File: src/rtl/fetch_stage.sv
// Instruction-fetch stage: owns the program counter, captures the combinational
// instruction-memory word into the IF/ID register with its PC and PC+4, and
// applies redirect / stall / flush. Also counts valid instructions fetched.
module fetch_stage #(
  parameter int           W        = 32,
  parameter logic [W-1:0] RESET_PC = '0,
  parameter logic [W-1:0] NOP      = 32'h0000_0013,
  parameter int           CNT_W    = 32
) (
  input  logic             clk,
  input  logic             rst_n,
  input  logic             stall_i,
  input  logic             flush_i,
  input  logic             branch_taken_i,
  input  logic [W-1:0]     branch_target_i,
  input  logic [W-1:0]     instruction_i,
  output logic [W-1:0]     pc_o,
  output logic [W-1:0]     if_id_instr_o,
  output logic [W-1:0]     if_id_pc_o,
  output logic [W-1:0]     if_id_pc4_o,
  output logic             if_id_valid_o,
  output logic             misaligned_o,
  output logic [CNT_W-1:0] fetch_count_o
);

  logic [W-1:0]     r_pc;
  logic [W-1:0]     r_instr;
  logic [W-1:0]     r_if_pc;
  logic [W-1:0]     r_if_pc4;
  logic             r_valid;
  logic             r_misaligned;
  logic [CNT_W-1:0] r_count;

  logic [W-1:0]     w_pc4;
  logic [W-1:0]     w_target;
  logic             w_load_valid;

  // Sequential PC increment wraps naturally at 2^W.
  assign w_pc4    = r_pc + W'(4);
  // Redirect target is forced onto a word boundary.
  assign w_target = {branch_target_i[W-1:2], 2'b00};
  // A real instruction enters IF/ID only on a plain advance.
  assign w_load_valid = !branch_taken_i && !stall_i && !flush_i;

  // PC, IF/ID register and misalignment pulse; redirect > stall > flush > advance.
  always_ff @(posedge clk) begin
    if (!rst_n) begin
      r_pc         <= RESET_PC;
      r_instr      <= NOP;
      r_if_pc      <= '0;
      r_if_pc4     <= '0;
      r_valid      <= 1'b0;
      r_misaligned <= 1'b0;
    end else if (branch_taken_i) begin
      r_pc         <= w_target;
      r_instr      <= NOP;
      r_if_pc      <= '0;
      r_if_pc4     <= '0;
      r_valid      <= 1'b0;
      r_misaligned <= |branch_target_i[1:0];
    end else if (stall_i) begin
      r_misaligned <= 1'b0;
      // A flush during a stall still kills the held entry; PC stays put.
      if (flush_i) begin
        r_instr  <= NOP;
        r_if_pc  <= '0;
        r_if_pc4 <= '0;
        r_valid  <= 1'b0;
      end
    end else if (flush_i) begin
      r_pc         <= w_pc4;
      r_instr      <= NOP;
      r_if_pc      <= '0;
      r_if_pc4     <= '0;
      r_valid      <= 1'b0;
      r_misaligned <= 1'b0;
    end else begin
      r_pc         <= w_pc4;
      r_instr      <= instruction_i;
      r_if_pc      <= r_pc;
      r_if_pc4     <= w_pc4;
      r_valid      <= 1'b1;
      r_misaligned <= 1'b0;
    end
  end

  // Saturating count of valid instructions loaded into IF/ID.
  always_ff @(posedge clk) begin
    if (!rst_n) begin
      r_count <= '0;
    end else if (w_load_valid && (r_count != {CNT_W{1'b1}})) begin
      r_count <= r_count + 1'b1;
    end
  end

  assign pc_o          = r_pc;
  assign if_id_instr_o = r_instr;
  assign if_id_pc_o    = r_if_pc;
  assign if_id_pc4_o   = r_if_pc4;
  assign if_id_valid_o = r_valid;
  assign misaligned_o  = r_misaligned;
  assign fetch_count_o = r_count;

endmodule

File: config.mk
export PLATFORM = sky130hd
export DESIGN_NAME = fetch_stage
export DESIGN_NICKNAME = d
export VERILOG_FILES = /design/src/rtl/fetch_stage.sv
export SDC_FILE = /design/constraint.sdc
export NUM_CORES = 1
export LEC_CHECK = 0
export ABC_AREA = 1
export CORE_UTILIZATION = 43
export CTS_CLUSTER_SIZE = 24
export DETAILED_ROUTE_END_ITERATION = 7
export PLACE_DENSITY = 0.89
export SLEW_MARGIN = 0
export SYNTH_ARGS = -nofsm -noshare
export SYNTH_HDL_FRONTEND = slang
export SYNTH_SLANG_ARGS = --single-unit
File: constraint.sdc
create_clock -name clk -period 1.5 [get_ports clk]
set_clock_uncertainty 0.05 [all_clocks]
set_input_delay 0.225 -clock clk [delete_from_list [all_inputs] [get_ports clk]]
set_output_delay 0.225 -clock clk [all_outputs]
set_load 0.05 [all_outputs]
==> reports/results.tsv, run 1 <==
metric	value	unit
Fail Step	global routing (5_1_grt)	
combinational family with the most area after synthesis	simple AND/OR/NAND/NOR gates	
DIE HEIGHT	134	um
leading cell type by number of instances after synthesis	nand2_1	
IO buf count	224	
Synth Register Bits	156	
ys flop type	dfxtp_1	
sequential fraction of the synthesis area	41.5	%
Longest Clk Path Bufs	2	
Async S/R FF share, synth	0	%
status	aborted with a tool error	
Initial Util	43.8	%
I/O pins	231	
Synth Area in XOR/XNOR	3.26	%
row count	48	
Root Driver	clkbuf_16	
top cells by count, synth	465 x nand2_1, 156 x dfxtp_1, 115 x nor2_1	
area fraction in and, or, nand and nor cells after synthesis	34.6	%
Synth Warn #	0	
First Err	[ERROR GRT-0232] Routing congestion too high. Check the congestion heatmap in the GUI.	
post-synthesis compound-gate area fraction	12.8	%
worst endpoint type	register input	
ranking of synthesized cells by area	dfxtp_1 41%, nand2_1 23%, a21oi_1 7.6%	
syn_area_per_cell	6.57	um^2
Hold Buf Count CTS	0	
mapped cell area	7530	um^2
Synth Area in Adders	0.332	%
H-Tree Depth	4	
DP HPWL	22000	um
post-synthesis mux area share	0	%
placed cell count	1698	
die width	134	um
Netlist cell types	33	
post-synth top area share	41.5	%
CTS buffer count	17	
remaining global-route overflow	351	
Clock Sinks	156	
gpl congestion	1.04	
area leader, netlist	dfxtp_1	
critical endpoint after global-route timing repair	if_id_pc4_o[8]$_SDFFE_PP0P_/D	
GRT Total Usage	80.7	%
largest net degree at the start of global routing	39	
number of enable flip-flop cells after synthesis	0	
Mapped Cells	1146	
## cells by family after synthesis
logic type               Yosys count
AO/OA/AOI/OAI                    172
XOR/XNOR                          28
adder cells (fa/ha/maj)            2
buffers and inverters            136
flip-flops                       156
other                              1
AND/OR/NAND/NOR                  651
## timing repair
action,4_1_cts
cloned,1
gates resized for setup,151
endpoints found under the setup margin,75
buffers inserted,14
pin swaps,47
## metrics by stage
step	utilization, %	instance area, um^2	setup slack, ns	hold WS (ns)	setup TNS (ns)
CTS	81.2	13900	-0.154	0.292	-5.08
floorplan	-	7790	-0.169	0.247	-4.01
detailed placement	73.7	12700	-0.253	0.405	-26.04
global placement	73.7	12700	-0.181	0.398	-20.00
## per-layer routing
layer,GRT overflow,global-route usage [%]
met1,4,79.5
met2,217,98.9
met3,3,64.9
met4,127,84.5
met5,0,17.5
==> run 2: changes to the inputs <==
CORE_UTILIZATION = 29   (was 43)
CTS_CLUSTER_SIZE = not set   (was 24)
PLACE_DENSITY = not set   (was 0.89)
PLACE_DENSITY_LB_ADDON = 0.15   (was not set)
clock period = 2 ns   (was 1.5 ns; I/O delays follow)
==> run 2 against run 1 <==
  * The run now ends clean
  * Area after synthesis did not move
  * Synthesized cell count unchanged
==> reports/results.tsv, run 2 <==
metric	value	unit
Clock Sinks	156	
post-synth top area share	41.5	%
Netlist cell types	33	
row count	58	
relative max-transition margin	60.9	%
DP Worst Slack	0.0997	ns
top cells by count, synth	465 x nand2_1, 156 x dfxtp_1, 115 x nor2_1	
area leader, netlist	dfxtp_1	
drt wl/cell	15.0	um
Final Setup Violations	0	
Synth Register Bits	156	
Residual DRC	0	
Tmin final	1.94	ns
final net count	1471	
die width	163	um
antenna violations before repair	0	
DIE HEIGHT	163	um
Longest Clk Path Bufs	2	
drt via density	4.54	
crit path kind	flip-flop to output pin	
most common cell after layout, fill and taps aside	nand2_1	
post-detailed-routing wire length	26200	um
critical path cell sequence	clkdlybuf4s50_1	
leading cell type by number of instances after synthesis	nand2_1	
postcts setup bufs	0	
pwr dens	673	nW/um^2
remaining global-route overflow	0	
CP Launch Type	flip-flop	
Overall Power	7.42	mW
Clk Latency, worst-skew pair	0.43	ns
critical path capture point type	output pin	
mapped cell area	7530	um^2
# fillers	2689	
post-route ant nets	0	
Worst Tran Pin Value	0.586	ns
Hold Crit Class	primary input to flip-flop	
H-Tree Depth	4	
placed cell count	1711	
Vias	7910	
FMAX	0.515	GHz
worst hold margin	0.372	ns
CTS tree	done	
Worst Path Required	1.65	ns
VDD IR max	375	uV
number of enable flip-flop cells after synthesis	0	
final period utilization	97.1	%
WP buf/inv	1	
I/O pins	231	
largest net degree at the start of global routing	62	
number of global-route vias before repair	7291	
total negative slack	0	ns
gpl congestion	0.922	
Initial Util	29.7	%
ranking of synthesized cells by area	dfxtp_1 41%, nand2_1 23%, a21oi_1 7.6%	
status	completed	
pins over their slew limit	0	
DP HPWL	19400	um
CTS buffer count	17	
post-route insts no fill	1743	
layout cells sized above 1	12.8	%
first-pass GRT wire length	40700	um
max incr delay on CP	0.83	ns
Leak	4.32	nW
Core Box Area	25300	um^2
syn_area_per_cell	6.57	um^2
# diodes	0	
CP arrival	1.59	ns
CP top delay family	buffers and inverters	
drt first pass iters	7	
Clock transition at path regs	0.07	ns
Synth Warn #	0	
final hold vios	0	
Iter 0 DRT Violations	578	
Async S/R FF share, synth	0	%
ys flop type	dfxtp_1	
die footprint	26600	um^2
sequential fraction of the synthesis area	41.5	%
most frequent cells in the layout	465 x nand2_1, 152 x dfxtp_1, 148 x clkdlybuf4s50_1	
setup slack after layout	0.0573	ns
GRT Total Usage	19.8	%
IO buf count	224	
RSZ-0062 raised after global routing	no	
CP max stage cell	clkdlybuf4s50_1	
number of max-cap violations	0	
worst-path fanout max	2	
Root Driver	clkbuf_16	
Area Overhead vs Synth	46.5	%
Mapped Cells	1146	
==> run 2: path summary, 6_finish.rpt <==
check | startpoint | cells after the start | endpoint | slack [ns]
worst min-delay path | instruction_i[3] | 3 | if_id_instr_o[3]$_SDFFE_PP0P_ | 0.37
worst max register to register | pc_o[2]$_SDFFE_PN0P_ | 8 | if_id_pc4_o[13]$_SDFFE_PP0P_ | 0.21
worst min register to register | if_id_pc_o[10]$_SDFFE_PP0P_ | 2 | if_id_pc_o[10]$_SDFFE_PP0P_ | 0.41
worst max-delay path | if_id_pc4_o[6]$_SDFFE_PP0P_ | 1 | if_id_pc4_o[6] | 0.06
==> run 2: report_power, final <==
group          internal [mW]  switching (mW)
Combinational          0.372           0.620
Sequential              3.17          0.0595
Clock                   1.67            1.53
==> run 2: layer usage <==
layer / GRT usage, % / vias to the layer above / share of wire, %
met5: 0 / - / 0
met4: 5.27 / 0 / 1.4
met3: 4.47 / 19 / 5.8
met2: 31.0 / 194 / 45
met1: 27.2 / 3597 / 48
li1: - / 4100 / -
==> run 2: timing repair <==
item | in CTS | in global routing
hold buffers | 0 | 0
gates resized for setup | 22 | 10
endpoints found under the setup margin | 22 | 15
==> run 2: logic make-up (layout without fill, tap and decap cells) <==
kind of cell / count (synthesis) / count (layout) / share of synthesized area [%]
AOI/OAI and AO/OA: 172 / 172 / 12.8
adders and majority gates: 2 / 2 / 0.332
DFF: 156 / 156 / 41.5
and+or+nand+nor: 651 / 651 / 34.6
other: 1 / 6 / 0.0498
xor gates and xnor gates: 28 / 28 / 3.26
buffers and inverters: 136 / 398 / 7.48
==> run 2: area by class of cell <==
type / count / area (um^2) / share of cell area [%]
inverters: 81 / 304 / 2.76
well taps: 330 / 413 / 3.74
multi-input cells: 859 / 3880 / 35.2
repair buffers: 285 / 2730 / 24.8
clock inverters: 14 / 146 / 1.33
flip-flops and latches: 156 / 3130 / 28.4
clock buffers: 18 / 429 / 3.89
==> run 2: per-stage QoR <==
stage | utilization (%) | cell area, um^2
2_1_floorplan | - | 7550
6_report | 43.6 | 11000
3_3_place_gp | 41.3 | 10500
5_1_grt | 43.6 | 11000
4_1_cts | 43.5 | 11000
3_5_place_dp | 41.3 | 10500
Power figures use the tool's default switching activity.
==> run 3: changes to the inputs <==
CTS_CLUSTER_DIAMETER = 80   (was not set)
PLACE_DENSITY = 0.53   (was not set)
PLACE_DENSITY_LB_ADDON = not set   (was 0.15)
==> run 3 against run 2 <==
  * Worst hold slack improved by 0.0043 ns
  * Final area rose by 0.77%
  * Cell count barely moved
  * Critical path type unchanged
  * Wire length rose by 1.8%
  * Maximum frequency fell by 0.42%
  * Critical path depth did not move
  * Highest routed layer unchanged
  * Power rose by 2.9%
  * Largest cell class unchanged
  * Count of clock-buffer cells in the layout did not move
  * Sequential share of layout area fell by 0.22 points
  * Largest power group is now the clock network
==> reports/results.tsv, run 3 (synthesis gave the netlist of run 2 again) <==
metric	value	unit
Initial Util	29.7	%
H-Tree Depth	4	
RSZ-0062 raised after global routing	no	
postcts setup bufs	0	
DIE HEIGHT	163	um
layout cells sized above 1	12.9	%
gpl congestion	0.896	
part of the power in combinational logic	13.2	%
FMAX	0.513	GHz
switching share of power	28.2	%
Root Driver	clkbuf_16	
die footprint	26600	um^2
P_int	5.48	mW
post-route ant nets	0	
relative max-transition margin	62.5	%
Iter 0 DRT Violations	428	
Clk Latency, worst-skew pair	0.43	ns
CP arrival	1.60	ns
Clock Power Share	44.5	%
CP Launch Type	flip-flop	
Worst Tran Pin Value	0.562	ns
Vias	8033	
Final Setup Violations	0	
number of global-route vias before repair	7413	
# diodes	0	
drt via density	4.61	
CTS buffer count	17	
die width	163	um
largest net degree at the start of global routing	56	
first-pass GRT wire length	41400	um
pwr dens	687	nW/um^2
hold path start	instruction_i[5]	
Overall Power	7.63	mW
IO buf count	224	
final net count	1472	
most common cell after layout, fill and taps aside	nand2_1	
CP top delay family	buffers and inverters	
critical path capture point type	output pin	
Longest Clk Path Bufs	2	
row count	58	
I/O pins	231	
max incr delay on CP	0.81	ns
drt wl/cell	15.3	um
Leak	4.31	nW
worst setup path startpoint	fetch_count_o[1]$_SDFFE_PN0P_	
number of max-cap violations	0	
DP HPWL	20200	um
Core Box Area	25300	um^2
CTS tree	done	
VDD IR max	386	uV
pins over their slew limit	0	
final hold vios	0	
# fillers	2674	
drt first pass iters	8	
CP max stage cell	clkdlybuf4s50_1	
sequential share of power	42.4	%
RR Startpoint	fetch_count_o[0]$_SDFFE_PN0P_	
total negative slack	0	ns
Residual DRC	0	
Worst Path Required	1.65	ns
GRT Total Usage	20.1	%
Tmin final	1.95	ns
antenna violations before repair	0	
critical path cell sequence	clkdlybuf4s50_1	
WP buf/inv	1	
Area Overhead vs Synth	47.7	%
P_sw	2.16	mW
crit path kind	flip-flop to output pin	
worst-path fanout max	4	
final period utilization	97.5	%
Clock transition at path regs	0.07	ns
Clock Sinks	156	
register area	3130	um^2
status	completed	
remaining global-route overflow	0	
Hold Crit Class	primary input to flip-flop	
post-detailed-routing wire length	26700	um
area of the multi-input gates	3880	um^2
most frequent cells in the layout	465 x nand2_1, 152 x dfxtp_1, 151 x clkdlybuf4s50_1	
[run 3: timing repair]
action / CTS / global route
pin swaps: 0 / 0
hold endpoints to repair: 0 / 0
hold buffers: 0 / 0
setup endpoints to repair: 23 / 9
resized for setup: 23 / 9
[run 3: metal layers]
layer / global-route usage [%] / wire, um / up-vias
li1: - / - / 4117
met1: 27.0 / 12500 / 3701
met2: 33.4 / 12800 / 201
met3: 3.66 / 1230 / 14
met4: 4.21 / 149 / 0
met5: 0 / 0 / -
[run 3: cell type report]
type	instances	area share [%]
multi-input combinational	859	34.9
sequential	156	28.1
timing repair buffer	286	25.0
clock buffer	18	3.95
tap	330	3.71
inverter	81	2.73
clock inverter	14	1.58
[run 3: metrics by stage]
step / hold slack, ns / setup WS [ns] / area, um^2 / utilization [%] / cells
2_1_floorplan: 0.322 / 0.0222 / 7550 / - / 1151
3_3_place_gp: 0.396 / 0.0913 / 10500 / 41.5 / 1712
3_5_place_dp: 0.399 / 0.0634 / 10500 / 41.5 / 1712
4_1_cts: 0.352 / 0.00411 / 11100 / 43.8 / 1744
5_1_grt: 0.357 / 0.00153 / 11100 / 43.9 / 1744
6_report: 0.377 / 0.0492 / 11100 / 43.9 / 1744
[run 3: worst paths after layout]
| check | end | slack (ns) | depth (start not counted) |
|---|---|---|---|
| worst max-delay path | fetch_count_o[1] | 0.05 | 1 |
| worst min-delay path | if_id_instr_o[5]$_SDFFE_PP0P_ | 0.38 | 3 |
| worst max register to register | fetch_count_o[30]$_SDFFE_PN0P_ | 0.18 | 11 |
| worst min register to register | if_id_pc_o[27]$_SDFFE_PP0P_ | 0.41 | 2 |
[run 3: power groups by stage]
stage	combinational (mW)	sequential (mW)	clock, mW
2_1_floorplan	0.322	3.51	0
3_3_place_gp	1.01	3.31	0
3_5_place_dp	1.01	3.31	0
4_1_cts	1.01	3.24	3.49
5_1_grt	1.07	3.24	3.61
6_report	1.00	3.24	3.39
